## src/rtl/htg_ad9213_mmcm_supervisor.sv

```systemverilog
// rtl/htg_ad9213_mmcm_supervisor.sv - AD9213 sample-clock MMCM lock supervisor
// Pulses the MMCM reset, waits for a stable lock, holds downstream logic in reset until then.
module htg_ad9213_mmcm_supervisor #(
    parameter int RST_PULSE     = 16,
    parameter int LOCK_TIMEOUT  = 65536,
    parameter int STABLE_CYCLES = 1024,
    parameter int CNT_W         = 16
) (
    input  logic             clk,
    input  logic             rst_n,
    input  logic             mmcm_locked,
    input  logic             soft_reset,
    output logic             mmcm_rst,
    output logic             user_rst,
    output logic             ready,
    output logic [1:0]       state,
    output logic [CNT_W-1:0] lock_loss_count,
    output logic [CNT_W-1:0] timeout_count
);

    localparam int MAX_A = (RST_PULSE > LOCK_TIMEOUT) ? RST_PULSE : LOCK_TIMEOUT;
    localparam int MAX_P = (MAX_A > STABLE_CYCLES) ? MAX_A : STABLE_CYCLES;
    localparam int TW    = $clog2(MAX_P) + 1;

    localparam logic [TW-1:0] RST_LAST    = TW'(RST_PULSE - 1);
    localparam logic [TW-1:0] TIMEOUT_LAST = TW'(LOCK_TIMEOUT - 1);
    localparam logic [TW-1:0] STABLE_LAST = TW'(STABLE_CYCLES - 1);
    localparam logic [TW-1:0] BLANK       = TW'(3);

    typedef enum logic [1:0] {
        S_RESET_MMCM = 2'd0,
        S_WAIT_LOCK  = 2'd1,
        S_STABILIZE  = 2'd2,
        S_RUN        = 2'd3
    } state_t;

    state_t           state_q, state_d;
    logic [TW-1:0]    cnt_q, cnt_d;
    logic             sync1_q, locked_s_q;
    logic             mmcm_rst_q, user_rst_q, ready_q;
    logic [CNT_W-1:0] loss_q, loss_d;
    logic [CNT_W-1:0] tmo_q, tmo_d;
    logic             loss_inc, tmo_inc;

    always_comb begin
        state_d  = state_q;
        loss_inc = 1'b0;
        tmo_inc  = 1'b0;
        case (state_q)
            S_RESET_MMCM: if (cnt_q == RST_LAST) state_d = S_WAIT_LOCK;
            S_WAIT_LOCK: begin
                // The first cycles only see stale synchronizer contents.
                if (cnt_q >= BLANK && locked_s_q) begin
                    state_d = S_STABILIZE;
                end else if (cnt_q == TIMEOUT_LAST) begin
                    state_d = S_RESET_MMCM;
                    tmo_inc = !soft_reset;
                end
            end
            S_STABILIZE: begin
                if (!locked_s_q)                state_d = S_WAIT_LOCK;
                else if (cnt_q == STABLE_LAST)  state_d = S_RUN;
            end
            S_RUN: begin
                if (!locked_s_q) begin
                    state_d  = S_RESET_MMCM;
                    loss_inc = 1'b1;
                end
            end
            default: state_d = S_RESET_MMCM;
        endcase
        if (soft_reset) state_d = S_RESET_MMCM;

        // Re-entering RESET_MMCM via soft_reset also restarts the pulse.
        if (state_d != state_q || soft_reset) cnt_d = '0;
        else                                  cnt_d = cnt_q + TW'(1);

        loss_d = (loss_inc && loss_q != {CNT_W{1'b1}}) ? loss_q + CNT_W'(1) : loss_q;
        tmo_d  = (tmo_inc && tmo_q != {CNT_W{1'b1}}) ? tmo_q + CNT_W'(1) : tmo_q;
    end

    always_ff @(posedge clk or negedge rst_n) begin
        if (!rst_n) begin
            sync1_q    <= 1'b0;
            locked_s_q <= 1'b0;
            state_q    <= S_RESET_MMCM;
            cnt_q      <= '0;
            mmcm_rst_q <= 1'b1;
            user_rst_q <= 1'b1;
            ready_q    <= 1'b0;
            loss_q     <= '0;
            tmo_q      <= '0;
        end else begin
            sync1_q    <= mmcm_locked;
            locked_s_q <= sync1_q;
            state_q    <= state_d;
            cnt_q      <= cnt_d;
            mmcm_rst_q <= (state_d == S_RESET_MMCM);
            user_rst_q <= (state_d != S_RUN);
            ready_q    <= (state_d == S_RUN);
            loss_q     <= loss_d;
            tmo_q      <= tmo_d;
        end
    end

    assign mmcm_rst        = mmcm_rst_q;
    assign user_rst        = user_rst_q;
    assign ready           = ready_q;
    assign state           = state_q;
    assign lock_loss_count = loss_q;
    assign timeout_count   = tmo_q;

endmodule

```

## config.mk

```make
export PLATFORM = sky130hd
export DESIGN_NAME = htg_ad9213_mmcm_supervisor
export DESIGN_NICKNAME = d
export VERILOG_FILES = /design/src/rtl/htg_ad9213_mmcm_supervisor.sv
export SDC_FILE = /design/constraint.sdc
export NUM_CORES = 1
export LEC_CHECK = 0
export ABC_AREA = 1
export BUFFER_PORTS_ARGS = -buffer_cell sky130_fd_sc_hd__buf_4
export CAP_MARGIN = 10
export CORE_AREA = 4 4 67 130
export DETAILED_ROUTE_END_ITERATION = 6
export DIE_AREA = 0 0 71 134
export SETUP_SLACK_MARGIN = 0.02
export SLEW_MARGIN = 40
export SYNTH_ARGS = -nofsm -noshare
export SYNTH_HDL_FRONTEND = slang
export SYNTH_SLANG_ARGS = --single-unit
```

## constraint.sdc

```tcl
create_clock -name clk -period 7 [get_ports clk]
set_input_delay 1.4 -clock clk [delete_from_list [all_inputs] [get_ports clk]]
set_output_delay 1.4 -clock clk [all_outputs]
set_load 0.05 [all_outputs]
```

==> reports/qor.yml, run 1 <==
outcome:
  status: "finished clean"
global_routing:
  grt_max_degree: 57
  busiest_layer: "met2"
  grt_use_total: 0.152
  grtUsageMet3: 0.0233
  grt_overflow: 0
  grt_pass1_wl_mm: 11.5
  grt_pass1_vias: 2503
  met1_usage: 0.163
  globalRouteMet2Util: 0.283
  antenna_found_initial: 0
setup_path:
  start_kind: "flip-flop"
  path_max_fanout: 16
  r2r_start: "cnt_q[0]$_DFF_PN0_"
  cp.required_ns: 7.22
  max_stage_delay_ns: 0.39
  crit_family: "simple AND/OR/NAND/NOR gates"
  worstPathArrival_ns: 3.00
  cp-end-kind: "flip-flop"
  cp_common_cell: "nand2_1"
  critical_path_class: "flip-flop to flip-flop"
  startpoint: "cnt_q[0]$_DFF_PN0_"
  cpMaxStageDelayCell: "dfrtp_1"
  cp_num_buf_inv: 1
  critical_path.cell_chain: "ha_1, nand3_2, nor3_4, nand2_1, nor2_1, nand3_1, nor4_1, ha_1, nand2_1, nor2_1, nand3_2, inv_2, nand2_1, o21ai_2"
clock_network:
  insertion_delay_ns: 0.30
  cts.sink_count: 56
  cts_max_level: 2
  cts.clk_slew.worst_paths_ns: 0.07
  cts_buffers: 5
  cts_tree: "built"
  cts-resized-gates: 0
  cts_root_buf: "clkbuf_16"
  holdBufCountCts: 0
  cts_setup_buffers: 0
  cts_buffer_depth: 2
synthesis:
  synth_fp_nets: 372
  syn_inst: 364
  yosysTopAreaCell: "dfrtp_1"
  synthTopCellsByArea: "dfrtp_1 45%, nand2_1 11%, xor2_1 7.9%, nor2_1 5.9%, inv_1 5.0%"
  post-synth-top-area-fraction: 0.449
  avgSynthCellArea_um2: 8.27
  yosysSeqAreaShare: 0.467
  netlist-cell-type-count: 27
  syn-cell-area_um2: 3010
  yosys_warnings: 0
  ys_ff_latch: 56
timing:
  setup_violations: 0
  layout_setup_ws_ns: 4.22
  worst_pin_slew_ns: 0.716
  min_period_ns: 2.78
  fmax_mhz: 360
  rsz0062_at_grt: "false"
  slew_headroom: 0.523
  slew_viol_final: 0
  hold_slack_ns: 0.363
  setup_tns_ns: 0
  fin_worst_skew_ns: 0.00495
  period_share: 0.397
  finalHoldViolCount: 0
hold_path:
  hold_class: "flip-flop to flip-flop"
  worstHoldStart: "sync1_q$_DFF_PN0_"
power_and_ir_drop:
  power_density_nw_per_um2: 168
  power.leakage_nw: 1.69
  ir_drop_uv: 167
floorplanning:
  io_pins: 41
  die_h_um: 134
  die_area_um2: 9510
  initial_core_util: 0.393
  coreArea_um2: 7660
  die_w_um: 71
  rows: 45
detailed_routing:
  vias: 2447
  routed_via_density: 4.87
  drt.antenna.violating_nets: 0
  drt_iter0_markers: 110
  wl_per_cell_um: 13.2
  firstDrtPassIters: 4
  drt_wl_total_mm: 6.62
  drc: 0
job:
  cap_violations: 0
cells_and_area:
  finish.net_count: 415
  final_cell_mix: "90 x nand2_1, 54 x dfrtp_1, 47 x nor2_1"
  n_antenna_cell: 0
  multi_input_area_um2: 1420
  nFillCells: 789
  seqCellArea_um2: 1400
  final_common_cell: "nand2_1"
  area_growth_pct: 17.6
  drive_above_1_share: 0.179
place:
  gp_congestion: 0.841
  post-place-ws_ns: 4.21
  hpwl_mm: 5.05
  io_buffers: 40
-- power by group --
part | internal [mW] | leakage, nW | switching, mW | total, mW
logic | 0.00432 | 0.876 | 0.0122 | 0.0165
registers | 0.325 | 0.742 | 0.00191 | 0.327
clock network | 0.134 | 0.0671 | 0.118 | 0.252
-- worst register-to-register path, stage by stage (launching register included) --
cell and delay, ns:
dfrtp_1 0.39, ha_1 0.23, nand3_2 0.15, nor3_4 0.19, nand2_1 0.09, nor2_1 0.09
nand3_1 0.10, nor4_1 0.21, ha_1 0.22, nand2_1 0.05, nor2_1 0.13, nand3_2 0.29
inv_2 0.36, nand2_1 0.12, o21ai_2 0.07
-- registers in the layout, indices dropped and copies added (netlist names) --
signal / count
mmcm_rst: 1
state: 2
lock_loss_count: 16
sync1_q: 1
ready: 1
user_rst: 1
locked_s_q: 1
timeout_count: 16
cnt_q: 17
-- metrics by stage --
stage | cells | util | power (mW) | area (um^2)
floorplan | 364 | - | 0.341 | 3010
global placement | 494 | 0.443 | 0.351 | 3390
detailed placement | 494 | 0.443 | 0.351 | 3390
CTS | 502 | 0.462 | 0.605 | 3540
global route | 502 | 0.462 | 0.618 | 3540
finish | 502 | 0.462 | 0.596 | 3540
-- worst paths after layout --
kind	cells after the start	slack, ns	end
setup / recovery	14	4.22	timeout_count[10]$_DFFE_PN0P_
hold / removal	0	0.36	locked_s_q$_DFF_PN0_
setup reg to reg	14	4.22	timeout_count[10]$_DFFE_PN0P_
hold reg to reg	0	0.36	locked_s_q$_DFF_PN0_
max in group asynchronous	1	5.37	lock_loss_count[14]$_DFFE_PN0P_
min in group asynchronous	1	1.14	cnt_q[2]$_DFF_PN0_
-- metal layers --
| layer | part of all wire | vias up | wire (um) |
|---|---|---|---|
| met5 | 0 | - | 0 |
| met4 | 0.030 | 0 | 202 |
| met3 | 0.028 | 14 | 188 |
| met2 | 0.57 | 38 | 3740 |
| met1 | 0.38 | 1172 | 2490 |
| li1 | - | 1223 | - |
-- area by class of cell --
cell class / count / area share
multi-input combinational: 263 / 0.401
sequential: 56 / 0.397
timing repair buffer: 40 / 0.0848
inverter: 41 / 0.0435
clock buffer: 6 / 0.0364
tap: 94 / 0.0332
clock inverter: 2 / 0.00460
-- synthesized netlist by cell type --
cell,count
nand2_1,90
nor3b_1,1
a21oi_1,2
nand3_2,2
nand2_2,4
o21ai_1,1
buf_6,2
dfstp_2,2
buf_2,2
nor3_4,1
o21bai_1,1
xor2_1,27
nand3_4,1
nor3_2,1
nor3_1,11
nand4_1,8
inv_1,40
nand3_1,20
o21ai_2,4
nor2_1,47
o21ai_0,11
nor4_1,3
xnor2_1,14
ha_1,4
nor2_2,10
dfrtp_1,54
inv_2,1
-- cells by family (layout without fill, tap and decap cells) --
logic type                 after synthesis  count (layout)  synth area share
xor gates and xnor gates                41              41             0.119
DFF                                     56              56             0.467
adders and majority gates                4               4            0.0166
AOI/OAI and AO/OA                       19              19            0.0374
buffers and inverters                   45              89            0.0620
and+or+nand+nor                        199             199             0.298
Note: power is estimated with default switching activity, not from simulation.
==> run 2: changes to the inputs <==
- clock period: 7 -> 2.5 ns (I/O delays scaled with it)
==> run 2 against run 1 <==
  * Register-to-register slack worse by 4.0 ns
  * Clock power rose to 3.4 times the previous value
  * Cell area up 4.8%
  * Routed wire length up 8.4%
  * Clock-buffer cell count up 1
  * Sequential share of layout area down 1.8 points
  * Critical path type unchanged
  * Critical endpoint is now cnt_q[4]$_DFF_PN0_
==> reports/qor.yml, run 2 (synthesized netlist as in run 1, its figures left out) <==
outcome:
  status: "finished clean"
clock_network:
  cts_buffers: 5  # unchanged
  cts_root_buf: "clkbuf_16"
  cts.clk_slew.worst_paths_ns: 0.07  # about the same
  cts_buffer_depth: 2  # unchanged
  cts_max_level: 2  # unchanged
  cts_tree: "built"
  cts.sink_count: 56  # unchanged
  insertion_delay_ns: 0.30  # about the same
floorplanning:
  die_h_um: 134  # unchanged
  coreArea_um2: 7660  # unchanged
  initial_core_util: 0.393  # unchanged
  rows: 45  # unchanged
  die_area_um2: 9510  # unchanged
  io_pins: 41  # unchanged
  die_w_um: 71  # unchanged
global_routing:
  antenna_found_initial: 0  # unchanged
  grt_pass1_vias: 2639  # +5.4%
  grt_use_total: 0.158  # +0.00536
  grt_max_degree: 57  # unchanged
  grt_overflow: 0  # unchanged
  grt_pass1_wl_mm: 12.0  # +4.0%
detailed_routing:
  vias: 2502  # +2.2%
  drt.antenna.violating_nets: 0  # unchanged
  drt_iter0_markers: 88  # -20%
  wl_per_cell_um: 14.0  # +6.5%
  routed_via_density: 4.90  # +0.45%
  drt_wl_total_mm: 7.18  # +8.4%
  firstDrtPassIters: 4  # unchanged
  drc: 0  # unchanged
power_and_ir_drop:
  ir_drop_uv: 427  # +160%
  power_mw: 1.83  # +210%
  power.leakage_nw: 1.76  # +4.3%
  power_density_nw_per_um2: 494  # +190%
cells_and_area:
  final_cell_mix: "90 x nand2_1, 54 x dfrtp_1, 46 x buf_4"
  drive_above_1_share: 0.213  # +0.0345
  nFillCells: 785  # -0.51%
  seqCellArea_um2: 1400  # unchanged
  largest_register_ffs: 17  # unchanged
  final_common_cell: "nand2_1"
  finish.net_count: 424  # +2.2%
  multi_input_area_um2: 1490  # +4.9%
  top_register: "cnt_q"
  instances_no_fill: 511  # +1.8%
  n_antenna_cell: 0  # unchanged
  area_growth_pct: 23.2
timing:
  min_period_ns: 2.31  # -0.467 ns
  finalHoldViolCount: 0  # unchanged
  period_share: 0.924  # +0.527
  worst_pin_slew_ns: 0.712  # -0.00420 ns
  fin_worst_skew_ns: 0.00431  # -0.000640 ns
  rsz0062_at_grt: "true"
  fmax_mhz: 433  # +20%
  slew_viol_final: 0  # unchanged
  slew_headroom: 0.526  # +0.00280
  setup_violations: 0  # unchanged
setup_path:
  critical_path.cell_chain: "ha_2, nand3_2, nor3_4, nand2_1, nor2_1, nand3_1, nor4_2, ha_2, nor2_1, nand2_1, nand2_2, nand2_2, nand2_4, nand3_4, nor2_1"
  path_max_fanout: 8  # -8
  crit_family: "simple AND/OR/NAND/NOR gates"
  worstPathArrival_ns: 2.50  # -0.50 ns
  max_stage_delay_ns: 0.39  # about the same
  start_kind: "flip-flop"
  critical_path_class: "flip-flop to flip-flop"
  cp_num_buf_inv: 0  # -1
  cpMaxStageDelayCell: "dfrtp_1"
  cp.required_ns: 2.69  # -4.53 ns
  cp_common_cell: "nor2_1"
  cp-end-kind: "flip-flop"
hold_path:
  hold_class: "input port to async pin"
place:
  hpwl_mm: 5.17  # +2.2%
  gp_congestion: 0.927  # +10%
  io_buffers: 40  # unchanged
  placed_cells: 499  # +1.0%
job:
  cap_violations: 0  # unchanged
run 2: stage by stage:
step / setup WS [ns] / utilization / hold slack [ns] / TNS, ns / cell area (um^2)
2_1_floorplan: 0.260 / - / 0.204 / 0 / 3010
3_3_place_gp: 0.0993 / 0.448 / 0.341 / 0 / 3430
3_5_place_dp: 0.0621 / 0.448 / 0.340 / 0 / 3430
4_1_cts: 0.0443 / 0.472 / 0.282 / 0 / 3610
5_1_grt: -0.0108 / 0.484 / 0.296 / -0.0418 / 3710
6_report: 0.191 / 0.484 / 0.238 / 0 / 3710
run 2: worst paths after layout:
kind                                    start                    to  depth (start not counted)  slack, ns
setup / recovery           cnt_q[0]$_DFF_PN0_    cnt_q[4]$_DFF_PN0_                         15       0.19
min in group clk                  mmcm_locked     sync1_q$_DFF_PN0_                          1       0.30
hold reg to reg             sync1_q$_DFF_PN0_  locked_s_q$_DFF_PN0_                          0       0.36
max in group asynchronous               rst_n       ready$_DFF_PN0_                          1       1.78
hold / removal                          rst_n    cnt_q[3]$_DFF_PN0_                          1       0.24
setup reg to reg           cnt_q[0]$_DFF_PN0_    cnt_q[4]$_DFF_PN0_                         15       0.19
run 2: final cells by class:
cell class                 instances  share of cell area
clock buffer                       7              0.0412
multi-input combinational        265               0.401
clock inverter                     1             0.00810
tap                               94              0.0317
timing repair buffer              47              0.0972
sequential                        56               0.379
inverter                          41              0.0422
run 2: layer usage:
layer,vias to the layer above,GRT usage,wire length (um)
met1,1184,0.165,2620
met5,-,0,0
met4,0,0.0826,297
met2,52,0.288,4030
met3,21,0.0330,232
li1,1245,-,-
run 2: where the power goes:
group	switching [mW]	leakage, nW	internal, mW	total (mW)
registers	0.00566	0.742	0.911	0.916
clock network	0.334	0.0901	0.528	0.863
logic	0.0383	0.926	0.0162	0.0545
total	0.378	1.76	1.46	1.83
run 2: timing repair:
action	in CTS	in global routing
resized for setup	0	18
endpoints found under the hold margin	0	0
hold buffers	0	0
buffers inserted	0	2
setup endpoints to repair	0	33
run 2: worst register-to-register path: cells and delay by family, from the launching register on:
kind | cells | cell delay, ns
simple gates | 13 | 1.36
fa+ha+maj | 2 | 0.45
flops | 1 | 0.39
==> run 3: changes to the inputs <==
- REMOVE_ABC_BUFFERS: unset -> 1
- clock period: 2.5 -> 2.1 ns (I/O delays scaled with it)
==> run 3 against run 2 <==
  * The flow now finishes with violations (negative setup slack)
  * Worst setup slack lost 0.33 ns
  * Power increased by 11%
  * Clock-buffer cell count is 1 lower
  * Sequential share of layout area is 2.3 points lower
  * Via count is 6.5% higher
  * Clock power fell by 1%
  * Global-route usage up 1.3 points
  * Routed wire length is 5.1% higher
  * Critical path type unchanged
  * Highest routed layer unchanged
==> reports/qor.yml, run 3 (synthesized netlist as in run 1, its figures left out) <==
cells_and_area:
  largest_register_ffs: 17  # unchanged
  top_register: "cnt_q"
  final_common_cell: "nand2_1"
  final_cell_mix: "80 x nand2_1, 73 x buf_4, 54 x dfrtp_1"
  n_antenna_cell: 0  # unchanged
  nFillCells: 805  # +2.5%
  area_growth_pct: 31.3
  drive_above_1_share: 0.295  # +0.0812
  stdcell_area_um2: 3950  # +6.5%
  seqCellArea_um2: 1400  # unchanged
  multi_input_area_um2: 1480  # -0.50%
  final_util: 0.516  # +0.0315
  finish.net_count: 456  # +7.5%
clock_network:
  insertion_delay_ns: 0.30  # about the same
  cts.sink_count: 56  # unchanged
  cts_max_level: 2  # unchanged
  holdBufCountCts: 0  # unchanged
  cts.clk_slew.worst_paths_ns: 0.07  # about the same
  cts_root_buf: "clkbuf_16"
  cts_buffers: 5  # unchanged
  cts_buffer_depth: 2  # unchanged
  cts_tree: "built"
setup_path:
  max_stage_delay_ns: 0.37  # -0.02 ns
  reg2reg_to: "timeout_count[13]$_DFFE_PN0P_"
  critical_path.cell_chain: "ha_2, nand3_4, nor3_4, nand2_1, nor2_1, nand3_1, nor4_2, ha_2, nand2_1, nor2_2, nand3_2, inv_2, buf_6, nand2_2, o21ai_2"
  reg2reg_slack_ns: -0.14  # -0.33 ns
  start_kind: "flip-flop"
  ff2ff_path_depth: 15  # unchanged
  critical_path_class: "flip-flop to flip-flop"
  cp.required_ns: 2.33  # -0.36 ns
  r2r_start: "cnt_q[0]$_DFF_PN0_"
  cpMaxStageDelayCell: "dfrtp_1"
  crit_family: "simple AND/OR/NAND/NOR gates"
  path_max_fanout: 7  # -1
  cp-end-kind: "flip-flop"
  worstPathArrival_ns: 2.47  # -0.03 ns
  cp_num_buf_inv: 2  # +2
global_routing:
  grt_use_total: 0.170  # +0.0126
  antenna_found_initial: 0  # unchanged
  grt_pass1_wl_mm: 12.8  # +7.1%
  grt_overflow: 0  # unchanged
  grt_pass1_vias: 2776  # +5.2%
  grt_max_degree: 57  # unchanged
floorplanning:
  die_area_um2: 9510  # unchanged
  die_h_um: 134  # unchanged
  io_pins: 41  # unchanged
  rows: 45  # unchanged
  die_w_um: 71  # unchanged
  initial_core_util: 0.393  # unchanged
  coreArea_um2: 7660  # unchanged
place:
  io_buffers: 40  # unchanged
  hpwl_mm: 5.68  # +9.9%
  placed_area_um2: 3610  # +5.2%
  gp_congestion: 0.925  # -0.25%
detailed_routing:
  firstDrtPassIters: 4  # unchanged
  drt_iter0_markers: 98  # +11%
  vias: 2665  # +6.5%
  routed_via_density: 4.92  # +0.42%
  drc: 0  # unchanged
  drt.antenna.violating_nets: 0  # unchanged
  wl_per_cell_um: 13.9  # -0.90%
  drt_wl_total_mm: 7.55  # +5.1%
timing:
  fmax_mhz: 446  # +2.9%
  layout_setup_ws_ns: -0.143  # -0.334 ns
  worst_pin_slew_ns: 0.715  # +0.00371 ns
  period_share: 1.07  # +0.145
  slew_viol_final: 0  # unchanged
  setup_violations: 36  # +36
  min_period_ns: 2.24  # -0.0656 ns
  finalHoldViolCount: 0  # unchanged
  rsz0062_at_grt: "true"
  setup_tns_ns: -3.77  # -3.77 ns
  slew_headroom: 0.523  # -0.00247
  fin_worst_skew_ns: 0.00681  # +0.00250 ns
outcome:
  violations: "negative setup slack"
  status: "finished, violations left"
power_and_ir_drop:
  power.leakage_nw: 1.90  # +8.3%
  ir_drop_uv: 666  # +56%
  power_density_nw_per_um2: 514  # +3.9%
job:
  cap_violations: 0  # unchanged
hold_path:
  hold_class: "input port to async pin"
[run 3: changes by cell type in the layout (fill, tap and decap cells not counted), sizes merged]
cell	change
nand3	-2
clkbuf	-1
clkinv	+1
bufinv	-1
buf	+34
[run 3: metrics by stage]
stage / power (mW) / std cells / hold WS, ns / setup slack [ns]
global route: 2.11 / 542 / 0.216 / -0.320
finish: 2.03 / 542 / 0.170 / -0.143
detailed placement: 1.19 / 521 / 0.348 / -0.173
CTS: 2.05 / 538 / 0.205 / -0.122
floorplan: 1.14 / 360 / 0.124 / -0.264
global placement: 1.19 / 521 / 0.351 / -0.125
[run 3: layer usage]
| metal | share of wire | track usage | up-vias | routed length, um |
|---|---|---|---|---|
| met3 | 0.032 | 0.0278 | 21 | 239 |
| li1 | - | - | 1309 | - |
| met1 | 0.34 | 0.173 | 1283 | 2590 |
| met4 | 0.042 | 0.0910 | 0 | 320 |
| met5 | 0 | 0 | - | 0 |
| met2 | 0.58 | 0.321 | 52 | 4390 |
[run 3: how the worst max path moves through the flow]
stage                        from                            end  slack [ns]  cells after the start
3_5_place_dp   cnt_q[0]$_DFF_PN0_  timeout_count[13]$_DFFE_PN0P_       -0.17                     15
3_3_place_gp   cnt_q[0]$_DFF_PN0_   timeout_count[2]$_DFFE_PN0P_       -0.13                     14
4_1_cts        cnt_q[0]$_DFF_PN0_             cnt_q[2]$_DFF_PN0_       -0.12                     16
5_1_grt        cnt_q[0]$_DFF_PN0_  timeout_count[14]$_DFFE_PN0P_       -0.32                     15
6_report       cnt_q[0]$_DFF_PN0_  timeout_count[13]$_DFFE_PN0P_       -0.14                     15
2_1_floorplan  cnt_q[0]$_DFF_PN0_   timeout_count[3]$_DFFE_PN0P_       -0.26                     13
[run 3: final cells by class]
class                   count  share of cell area
well taps                  94              0.0298
multi-input cells         263               0.375
clock inverters             1             0.00222
inverters                  41              0.0390
clock buffers               6              0.0352
flip-flops and latches     56               0.355
repair buffers             81               0.164
[run 3: timing repair]
| action | in CTS | in global routing |
|---|---|---|
| pin swaps | 3 | 3 |
| resized for setup | 16 | 16 |
| setup buffers | 10 | 4 |
| endpoints found under the setup margin | 36 | 37 |
[run 3: power by group]
group          switching (mW)  internal (mW)
logic                  0.0499         0.0343
registers             0.00543           1.08
clock network           0.383          0.471
